### src/rtl/imem_loader.sv
// imem_loader: boot-time byte-stream loader that writes the core's instruction memory.
// Ports: clk, rst (async high), start, rx_valid/rx_data/rx_ready byte stream,
//   imem_we/imem_addr/imem_wdata memory write port,
//   core_rst, busy, done, err, words_loaded status.
// Optional: IMEM_LOADER_CHECKSUM_EN adds a trailing checksum byte and the CSUM state.
module imem_loader #(
  parameter int IMEM_WORDS = 64,
  parameter int AW         = 6
) (
  input  logic          clk,
  input  logic          rst,
  input  logic          start,
  input  logic          rx_valid,
  input  logic [7:0]    rx_data,
  output logic          rx_ready,
  output logic          imem_we,
  output logic [31:0]   imem_addr,
  output logic [31:0]   imem_wdata,
  output logic          core_rst,
  output logic          busy,
  output logic          done,
  output logic          err,
  output logic [AW:0]   words_loaded
);

  typedef enum logic [2:0] {
    S_IDLE, S_HDR0, S_HDR1, S_DATA,
    S_WRITE, S_CSUM, S_DONE, S_ERR
  } state_t;

  localparam logic [16:0] MAX_N = 17'(IMEM_WORDS);
  localparam logic [AW:0] ONE   = (AW+1)'(1);

  state_t      state_q, state_d;
  logic [7:0]  n_lo_q, n_lo_d;
  logic [AW:0] n_q, n_d;
  logic [1:0]  bcnt_q, bcnt_d;
  logic [31:0] word_q, word_d;
  logic [AW:0] wcnt_q, wcnt_d;
  logic        xfer;
  logic [16:0] n_full;
`ifdef IMEM_LOADER_CHECKSUM_EN
  logic [7:0]  sum_q, sum_d;
`endif

  always_ff @(posedge clk or posedge rst) begin
    if (rst) begin
      state_q <= S_IDLE;
      n_lo_q  <= '0;
      n_q     <= '0;
      bcnt_q  <= '0;
      word_q  <= '0;
      wcnt_q  <= '0;
`ifdef IMEM_LOADER_CHECKSUM_EN
      sum_q   <= '0;
`endif
    end else begin
      state_q <= state_d;
      n_lo_q  <= n_lo_d;
      n_q     <= n_d;
      bcnt_q  <= bcnt_d;
      word_q  <= word_d;
      wcnt_q  <= wcnt_d;
`ifdef IMEM_LOADER_CHECKSUM_EN
      sum_q   <= sum_d;
`endif
    end
  end

  always_comb begin
    state_d = state_q;
    n_lo_d  = n_lo_q;
    n_d     = n_q;
    bcnt_d  = bcnt_q;
    word_d  = word_q;
    wcnt_d  = wcnt_q;
`ifdef IMEM_LOADER_CHECKSUM_EN
    sum_d   = sum_q;
`endif
    rx_ready = state_q inside {S_HDR0, S_HDR1, S_DATA, S_CSUM};
    xfer     = rx_valid & rx_ready;
    n_full   = {1'b0, rx_data, n_lo_q};

    unique case (state_q)
      S_IDLE, S_DONE, S_ERR: begin
        if (start) begin
          state_d = S_HDR0;
          bcnt_d  = '0;
          wcnt_d  = '0;
          n_d     = '0;
`ifdef IMEM_LOADER_CHECKSUM_EN
          sum_d   = '0;
`endif
        end
      end
      S_HDR0: begin
        if (xfer) begin
          n_lo_d  = rx_data;
          state_d = S_HDR1;
        end
      end
      S_HDR1: begin
        if (xfer) begin
          n_d = n_full[AW:0];
          if (n_full == 17'd0) begin
`ifdef IMEM_LOADER_CHECKSUM_EN
            state_d = S_CSUM;
`else
            state_d = S_DONE;
`endif
          end else if (n_full > MAX_N) begin
            state_d = S_ERR;
          end else begin
            state_d = S_DATA;
          end
        end
      end
      S_DATA: begin
        if (xfer) begin
          // first byte of a word ends up in [7:0]
          word_d = {rx_data, word_q[31:8]};
          bcnt_d = 2'(bcnt_q + 2'd1);
          if (bcnt_q == 2'd3) state_d = S_WRITE;
        end
      end
      S_WRITE: begin
        wcnt_d = wcnt_q + ONE;
        if (wcnt_q == n_q - ONE) begin
`ifdef IMEM_LOADER_CHECKSUM_EN
          state_d = S_CSUM;
`else
          state_d = S_DONE;
`endif
        end else begin
          state_d = S_DATA;
        end
      end
`ifdef IMEM_LOADER_CHECKSUM_EN
      S_CSUM: begin
        if (xfer) begin
          if (8'(sum_q + rx_data) == 8'h00) state_d = S_DONE;
          else                              state_d = S_ERR;
        end
      end
`endif
      default: state_d = S_IDLE;
    endcase

`ifdef IMEM_LOADER_CHECKSUM_EN
    // header and payload bytes feed the running sum; the check byte does not
    if (xfer && state_q != S_CSUM) sum_d = 8'(sum_q + rx_data);
`endif
  end

  assign imem_we      = (state_q == S_WRITE);
  assign imem_wdata   = word_q;
  assign imem_addr    = {{(30-AW){1'b0}}, wcnt_q[AW-1:0], 2'b00};
  assign core_rst     = (state_q != S_DONE);
  assign busy         = state_q inside {S_HDR0, S_HDR1, S_DATA, S_WRITE, S_CSUM};
  assign done         = (state_q == S_DONE);
  assign err          = (state_q == S_ERR);
  assign words_loaded = wcnt_q;

endmodule

### config.mk
export PLATFORM = sky130hd
export DESIGN_NAME = imem_loader
export DESIGN_NICKNAME = d
export VERILOG_FILES = /design/src/rtl/imem_loader.sv
export SDC_FILE = /design/constraint.sdc
export NUM_CORES = 1
export LEC_CHECK = 0
export BUFFER_PORTS_ARGS = -buffer_cell sky130_fd_sc_hd__buf_2
export CORE_ASPECT_RATIO = 1.4
export CORE_MARGIN = 2
export CORE_UTILIZATION = 55
export CTS_CLUSTER_DIAMETER = 120
export DETAILED_ROUTE_END_ITERATION = 12
export PLACE_DENSITY = 0.84
export SYNTH_ARGS = -nofsm -noshare
export SYNTH_HDL_FRONTEND = slang
export SYNTH_SLANG_ARGS = --single-unit
### constraint.sdc
create_clock -name clk -period 3.1 [get_ports clk]
set_clock_uncertainty 0.15 [all_clocks]
set_input_delay 0.31 -clock clk [delete_from_list [all_inputs] [get_ports clk]]
set_output_delay 0.31 -clock clk [all_outputs]
set_load 0.01 [all_outputs]
==> impl_results.md <==
* Hold Vio Cnt, Final at 0
* Crit-path max FO at 8
* Port Buffer Count at 62
* DRT antenna net count at 0
* Clock buffer count from CTS at 9
* Critical path arrival at 2.19 ns
* Die height at around 91 um
* Final Wtd Congestion at 0.7675
* Routed vias/inst at about 5.4
* Core area at between 5000 and 6000 um2
* Post-synth top flop: dfrtp_1
* Met2 usage at about a third
* # fillers at roughly 440
* # nets final at around 350
* Fraction of registers with async set/reset at 100.0%
* Die area at between 6000 and 7000 um2
* Yosys top cell by area: dfrtp_1
* Initial antenna violation count at 0
* PD cells at roughly 1000 nW/um2
* Setup TNS at 0 ns
* Seq/Total Area, Yosys at 49.33%
* Count leader, synth: dfrtp_1
* Max Fclk at 471.3 MHz
* Drt drc at 0
* Drt first-iter violations at 75
* Area Overhead vs Synth at 14.21%
* Outcome: complete, no violations
* GR Util All Layers at approximately 21%
* Number of warnings issued by yosys at 0
* Core Rows at 31
* Netlist cell types at 39
* Max Buffers Root-to-Sink at 2
* WS Path Type: reg -> reg
* CP Capture Type: flip-flop
* 1st-pass router iterations at 5
* Routed WL at 5701 um
* Pins Over Slew Limit at 0
* Maximum vdd ir drop at approximately 0.59 mV
* Post-Synthesis Cells at roughly 270
* Critical Path RT at 3.16 ns
* Grt total ovfl at 0
* Met1 global-route usage at between 20% and 30%
* Fin crit share at just under 70%
* GR peak layer: met2
* Starting Density at a little under three fifths
* Avg WL per Cell at between 10 and 15 um
* Startpoint types: flip-flop
* Minimum clock period at 2.122 ns
* Clk Latency, worst-skew pair at about 0.33 ns
* Synth top area share at between 40% and 50%
* Post-CTS Setup Repair Bufs at 0
* Synth Cell Area at about 3000 um2
* Register bit total from synthesis at between 50 and 60
* Slew headroom at between 60% and 70%
* Layout cell share with drive strength beyond 1 at between 30% and 40%
* GR Util met3 at slightly below 7%
* Vias in the first global route at roughly 2000
* Total chip power at ~3.4 mW
* CTS Hold Bufs at 1
* CTS Root Cell: clkbuf_8
* Largest cells by area after synthesis: dfrtp_1, mux2_2, buf_4, nand3_1, o21ai_0
* RSZ-0062 raised after global routing: false
* Die X at between 60 and 70 um
* Worst-Margin Slew at roughly 0.52 ns
* H-tree Lvls at 3
* First-pass GRT wire length at about 9400 um
* Pin count of the biggest net entering global routing at 33
* Post-synth EDFFs at 0
* Top cells by count, synth: dfrtp_1, mux2_2, buf_4
* Max_cap viols at 0
* Clk slew on worst S/H paths at approximately 0.070 ns
* CTS tree: yes
* Worst hold-check path type: in -> reg
* Diode count at 0
* Avg Cell Area, Syn at 10.92 um2
* # clock sinks at between 50 and 60
* Hpwl dp at between 4000 and 5000 um
* Pleak at approximately 1.6 nW
* Via count at 2168
* CTS resizes at 0
* Setup-failing EPs final at 0
* I/O Pins at approximately 90
logic make-up (layout without fill, tap and decap cells):
kind of cell    after synthesis  count (layout)  share of synthesized area, %
flops                        59              59                         49.33
compound gates               34              34                         7.190
other cells                   1              26                        0.1253
xor+xnor                      9               9                         2.634
mux                          41              41                         15.38
fa+ha+maj                     3               3                         1.254
buf+inv                      55              95                         11.20
simple gates                 72              72                         12.88
registers in the layout, indices dropped and copies added, names as in the netlist:
| name | cells |
|---|---|
| imem_wdata | 32 |
| n_lo_q | 8 |
| n_q | 7 |
| words_loaded | 7 |
| state_q | 3 |
| bcnt_q | 2 |
cell type report:
type                    count  area, um2  area share [%]
flip-flops and latches     59       1476           43.19
well taps                  66      82.58           2.416
repair buffers             67      350.3           10.25
clock buffers              11      151.4           4.429
clock inverters             5      37.54           1.098
inverters                  12      45.04           1.318
multi-input cells         185       1275           37.30
stage by stage:
step | cell area [um2] | util [%] | worst slack (ns) | hold WS [ns] | instances
floorplan | 3087 | - | 1.065 | 0.2843 | 299
global placement | 3219 | 61.94 | 1.082 | 0.2492 | 388
detailed placement | 3219 | 61.94 | 1.009 | 0.2606 | 388
CTS | 3418 | 65.77 | 1.000 | 0.08533 | 405
global route | 3418 | 65.77 | 0.8296 | 0.07579 | 405
finish | 3418 | 65.77 | 0.9781 | 0.1029 | 405
power breakdown:
| group | switching (mW) | internal [mW] | total [mW] | leakage [nW] |
|---|---|---|---|---|
| Combinational | 0.664 | 0.698 | 1.36 | 0.830 |
| Sequential | 0.310 | 1.11 | 1.42 | 0.726 |
| Clock | 0.304 | 0.334 | 0.638 | 0.0915 |
critical path, stage by stage (launching register included):
cell and delay [ns]:
dfrtp_1 0.42, inv_1 0.10, ha_1 0.31, or4b_1 0.47, a311oi_1 0.29, o31ai_1 0.12, and3_1 0.16
cell usage in the layout (no fill, tap or decap), types with 2 or more instances in the layout:
master / synthesis / layout
buf_4: 32 / 4
inv_2: 1 / 2
inv_1: 11 / 10
nand3_1: 22 / 22
nand4b_1: 2 / 2
nand4_1: 3 / 3
xor2_1: 4 / 4
nor4_1: 3 / 3
nor3_1: 2 / 2
a21oi_1: 2 / 2
nand2b_1: 4 / 4
and3_1: 3 / 3
clkbuf_8: 0 / 11
clkinvlp_4: 0 / 2
o31ai_1: 3 / 3
nand2_1: 13 / 13
nor2_1: 11 / 11
o211ai_1: 2 / 2
conb_1: 1 / 26
clkinv_4: 0 / 2
o21ai_0: 20 / 20
mux2_2: 40 / 40
and2_1: 3 / 3
buf_2: 7 / 62
ha_1: 3 / 3
dfrtp_1: 59 / 59
xnor2_1: 5 / 5
path summary, 6_finish.rpt:
kind	startpoint	slack, ns	cells past startpoint	to
setup / recovery	n_q[0]$_DFFE_PP0P_	0.98	6	state_q[0]$_DFFE_PP0P_
hold / removal	rx_data[7]	0.10	2	imem_wdata[31]$_DFFE_PP0P_
setup reg to reg	n_q[0]$_DFFE_PP0P_	0.98	6	state_q[0]$_DFFE_PP0P_
hold reg to reg	bcnt_q[0]$_DFFE_PP0P_	0.35	1	bcnt_q[0]$_DFFE_PP0P_
max in group asynchronous	rst	2.04	4	state_q[1]$_DFFE_PP0P_
min in group asynchronous	rst	0.45	4	imem_wdata[9]$_DFFE_PP0P_
per-layer routing:
| layer | vias to the layer above | wire, um |
|---|---|---|
| met2 | 69 | 3090 |
| li1 | 1031 | - |
| met3 | 4 | 267 |
| met5 | - | 0 |
| met1 | 1064 | 2285 |
| met4 | 0 | 58 |
Power figures use the tool's default switching activity.
